$ cat config.mk
export PLATFORM = sky130hd
export DESIGN_NAME = neokeon_rotl32_by5_fun
export DESIGN_NICKNAME = d
export VERILOG_FILES = /design/src/rtl/neokeon_pkg.sv /design/src/rtl/nk_rotl_comb.sv /design/src/rtl/neokeon_rotl32_by5_fun.sv
export SDC_FILE = /design/constraint.sdc
export NUM_CORES = 1
export LEC_CHECK = 0
export BUFFER_PORTS_ARGS = -buffer_cell sky130_fd_sc_hd__buf_2
export CAP_MARGIN = 40
export CORE_ASPECT_RATIO = 1.75
export CORE_MARGIN = 1.5
export CORE_UTILIZATION = 42
export CTS_CLUSTER_SIZE = 12
export DETAILED_ROUTE_END_ITERATION = 8
export PLACE_DENSITY_LB_ADDON = 0.3
export REMOVE_ABC_BUFFERS = 1
export SKIP_LAST_GASP = 1
export SLEW_MARGIN = 20
export SYNTH_ARGS = -nofsm -noshare
export SYNTH_HDL_FRONTEND = slang
export SYNTH_HIERARCHICAL = 1
export SYNTH_SLANG_ARGS = --single-unit
$ cat constraint.sdc
create_clock -name inClk -period 1.3 [get_ports inClk]
set_clock_uncertainty 0.15 [all_clocks]
set_input_delay 0.13 -clock inClk [delete_from_list [all_inputs] [get_ports inClk]]
set_output_delay 0.13 -clock inClk [all_outputs]
set_load 0.005 [all_outputs]
$ cat src/rtl/neokeon_pkg.sv
// Shared Neokeon word-level definitions: word width, Pi-layer rotate amounts,
// word type and a reference rotate helper for software-style use in round logic.
package neokeon_pkg;

  localparam int NK_WORD_W = 32;

  // Rotate amounts used by the Pi1 / Pi2 permutation layers
  localparam int NK_ROT_PI1_A = 1;
  localparam int NK_ROT_PI1_B = 5;
  localparam int NK_ROT_PI2_A = 31;
  localparam int NK_ROT_PI2_B = 30;

  typedef logic [NK_WORD_W-1:0] nk_word_t;

  // Rotate left by amt (taken modulo the word width); the upper half of the
  // doubled word after shifting is exactly the rotated word.
  function automatic nk_word_t nk_rotl(input nk_word_t word, input int unsigned amt);
    logic [2*NK_WORD_W-1:0] w_dbl;
    w_dbl = {word, word} << (amt % NK_WORD_W);
    return w_dbl[2*NK_WORD_W-1:NK_WORD_W];
  endfunction

endpackage

$ cat src/rtl/nk_rotl_comb.sv
// Parameterised pure-wire left rotator: o_word = ROTL(i_word, SHIFT).
// Zero latency, no clock, no backpressure.
module nk_rotl_comb
  import neokeon_pkg::*;
#(
  parameter int WIDTH = NK_WORD_W,
  parameter int SHIFT = NK_ROT_PI1_B
) (
  input  logic [WIDTH-1:0] i_word,
  output logic [WIDTH-1:0] o_word
);

  // Each input bit lands SHIFT places higher, wrapping at the top
  for (genvar i = 0; i < WIDTH; i++) begin : g_bit
    assign o_word[(i + SHIFT) % WIDTH] = i_word[i];
  end

endmodule

$ cat src/rtl/neokeon_rotl32_by5_fun.sv
// Neokeon ROTL helper: combinational rotate plus a 1-cycle registered, valid-tagged copy.
// Accepts a word every cycle; no backpressure; async active-high reset clears the register.
module neokeon_rotl32_by5_fun
  import neokeon_pkg::*;
#(
  parameter int WIDTH = NK_WORD_W,
  parameter int SHIFT = NK_ROT_PI1_B
) (
  input  logic             inClk,
  input  logic             inRst,
  input  logic [WIDTH-1:0] inDataWord,
  input  logic             inValid,
  output logic [WIDTH-1:0] outputData,
  output logic [WIDTH-1:0] outDataReg,
  output logic             outValid
);

  if (WIDTH < 2) begin : g_bad_width
    $fatal(1, "neokeon_rotl32_by5_fun: WIDTH must be >= 2");
  end
  if ((SHIFT < 0) || (SHIFT >= WIDTH)) begin : g_bad_shift
    $fatal(1, "neokeon_rotl32_by5_fun: SHIFT must lie in 0..WIDTH-1");
  end

  logic [WIDTH-1:0] w_rot;
  logic [WIDTH-1:0] r_data;
  logic             r_valid;

  nk_rotl_comb #(
    .WIDTH (WIDTH),
    .SHIFT (SHIFT)
  ) u_rotl (
    .i_word (inDataWord),
    .o_word (w_rot)
  );

  // Data holds when idle; valid is a one-cycle strobe per captured word
  always_ff @(posedge inClk or posedge inRst) begin
    if (inRst) begin
      r_data  <= '0;
      r_valid <= 1'b0;
    end else begin
      r_valid <= inValid;
      if (inValid) begin
        r_data <= w_rot;
      end
    end
  end

  assign outputData = w_rot;
  assign outDataReg = r_data;
  assign outValid   = r_valid;

endmodule

# After elaboration in Yosys (flattened, before gate mapping)
# Index checks and enable logic that the tools add are counted.
# totals
regBits	33
latch_bits	0
ram_bits	0
mem_bits_ro	0
input_bits	35
out_inout_bits	65
memories	0
# classes
n_addsub	0
mul	0
div_mod_pow	0
n_lt_le_gt_ge	0
eq_ne	0
shift	0
n_mux	0
n_bitwise	0
n_reduce_logical	0

# Logic depth before layout (Yosys ltp)
# logic_depth
word_depth	0
depth_mapped	3

# Hierarchy
# Netlist, hierarchy kept.
# modules_own_cells
module	instances	cells_per_inst	area_each_um2
neokeon_rotl32_by5_fun	1	70	1373.8
nk_rotl_comb	1	32	240.2

# Worst setup path after synthesis
# No wires, ideal clock.
# synth_timing
path_type	input -> register
startpoint	in inValid
endpoint	reg r_data[0] (netlist: outDataReg[0])
setup_ns	0.125
t_arrival_ns	0.672
required_ns	1.025
path_slack_ns	0.353
cell_stages	3
path_cell_list	buf_6 -> buf_12 -> mux2_4
# synth_lines
element	line	rtl
from (decl)	neokeon_rotl32_by5_fun.sv:12	input logic inValid,
to (signal assigned)	neokeon_rotl32_by5_fun.sv:45	r_data <= w_rot;
to (decl)	neokeon_rotl32_by5_fun.sv:26	logic [WIDTH-1:0] r_data;
# No word-level cell between the ends.

# Worst setup path in the final report
# layout_timing
startpoint	in inDataWord[31]
endpoint	out outputData[4]
# layout_lines
element	line	rtl
from (decl)	neokeon_rotl32_by5_fun.sv:11	input logic [WIDTH-1:0] inDataWord,
to (decl)	neokeon_rotl32_by5_fun.sv:13	output logic [WIDTH-1:0] outputData,
# No word-level cell between the ends.

==> flow_summary.yaml <==
critical_path:
  end_kind: "primary output"
  path_max_fanout: 2
  critical_path_class: "in -> out"
  crit_required_ns: 1.02
  ff2ff_setup_slack_ns: 0.37
  arrival_ns: 0.94
  start_kind: "primary input"
timing:
  worstMarginPinSlew_ns: 0.409
  setup_tns_ns: 0
  drv_slew: 0
  worst_slack_ns: 0.0796
  max_freq_mhz: 819
  fin_crit_ns: 1.22
  fin_hold_ws_ns: 0.0683
  slew_headroom: 0.727
  min_period_over_period: 0.939
  setup_viol: 0
  final_hold_viol_count: 0
  rsz0062_at_grt: "false"
power_and_ir_drop:
  p_leak_nw: 1.25
  powerDensity_mw_per_mm2: 1100
  vdd_drop_max_v: 0.000777
  power.total_mw: 2.57
synthesis:
  synth_cells: 102
  yosysUniqueCellTypes: 7
  synth-seq-area-share: 0.512
  syn_area_sq_mm: 0.00161
  synth_seq_cells: 33
  ys_warn_count: 6
  synth_area_per_cell_sq_um: 15.8
placement:
  dp_hpwl_microns: 2290
  dp.cells: 214
  port_buffers: 99
  place.gp.congestion: 0.668
  pre_cts_ws_ns: 0.226
route:
  drt-pass1-iter-count: 3
  viasPerCell: 4.39
  antenna_left: 0
  highest_layer: "met4"
  wl_met1_microns: 1230
  wl_per_cell_microns: 13.6
  wirelength_microns: 3470
  wl_met2_microns: 1980
  remaining_drc_errors: 0
  met3_length_microns: 192
  drt_first_iter_violations: 3
  num_vias: 1119
layout:
  diodes: 0
  instances_no_fill: 255
  nets: 243
  fill_cells: 278
  area_delta_synth_final_pct: 44.7
  drive_gt1_frac: 0.679
status:
  status: "completed"
clocking:
  cts.htree.levels: 2
  clkTransAtPathRegs_ns: 0.06
  postCtsSetupBuffers: 0
  cts.sinks: 33
  cts-root-buf: "clkbuf_8"
  cts_buffers: 5
  clockBufferDepth: 2
  cts_tree: "done"
  clk_latency_ns: 0.28
global_routing:
  track_usage: 0.174
  grt-ovfl-total: 0
  antenna_found_initial: 0
  grt_pass1_wl_microns: 5540
  grt_max_degree: 34
  grt_pass1_vias: 1169
job:
  maxCapViolCount: 0
floorplanning:
  die_w_microns: 49.9
  die_area_sq_mm: 0.00424
  row_count: 29
  die_y_microns: 85.0
  core_sq_mm: 0.00366
  start_util: 0.440
  pin_count: 100
min_path:
  hold_path.class: "in -> reg"
==> per-stage QoR <==
step                 util  cell area, sq um
floorplan               -              1300
global placement    0.519              1900
detailed placement  0.519              1900
CTS                 0.637              2330
global route        0.637              2330
finish              0.637              2330
==> report_power, final <==
group          internal (mW)  switching (mW)
clock                  0.478           0.360
sequential              1.13          0.0541
combinational          0.356           0.189
total                   1.96           0.604
==> cell usage after synthesis <==
cell | count | area (sq um)
dfrtp_1 | 33 | 826
buf_4 | 32 | 240
mux2_4 | 30 | 450
buf_12 | 3 | 60.1
mux2_2 | 2 | 22.5
buf_6 | 1 | 11.3
inv_1 | 1 | 3.75
==> flip-flops by register name (all words and copies together), names as in the netlist <==
signal	flops
outDataReg	32
outValid	1
==> cells by family (layout without fill, tap and decap cells) <==
family,Yosys count,after routing,share of synthesized area
buf+inv,37,144,0.195
flops,33,33,0.512
mux,32,32,0.293
==> cells in the final DEF (no fill, tap or decap) <==
master / count
buf_4: 1
inv_1: 1
mux2_2: 2
buf_2: 99
clkbuf_8: 7
mux2_4: 30
buf_12: 2
dfrtp_1: 33
dlygate4sd3_1: 33
clkinv_2: 1
==> worst max-delay path, stage by stage <==
cell	delay [ns]
dlygate4sd3_1	0.55
buf_2	0.14
buf_2	0.12
==> worst paths after layout <==
path | startpoint | end | cells past startpoint
min reg2reg | outDataReg[8] | outDataReg[8] | 1
min | inValid | outValid | 2
max | inDataWord[31] | outputData[4] | 3
min in group asynchronous | inRst | outDataReg[27] | 4
max in group asynchronous | inRst | outDataReg[12] | 4
max reg2reg | outDataReg[13] | outDataReg[13] | 1
==> final cells by class <==
class	count	area, sq um	area share
multi-input cells	32	473	0.203
clock buffers	7	96.3	0.0413
well taps	46	57.6	0.0247
inverters	1	3.75	0.00161
flip-flops and latches	33	826	0.354
repair buffers	135	873	0.374
clock inverters	1	5.00	0.00214
==> routing by layer <==
layer | vias up | GRT usage
met3 | 7 | 0.0511
met4 | 0 | 0.0758
met1 | 544 | 0.174
li1 | 517 | -
met5 | - | 0
met2 | 51 | 0.322
==> repair_timing <==
action	CTS	global route
gates resized for setup	0	0
hold buffers	33	0
hold endpoints to repair	65	0
Note: power is estimated with default switching activity, not from simulation.
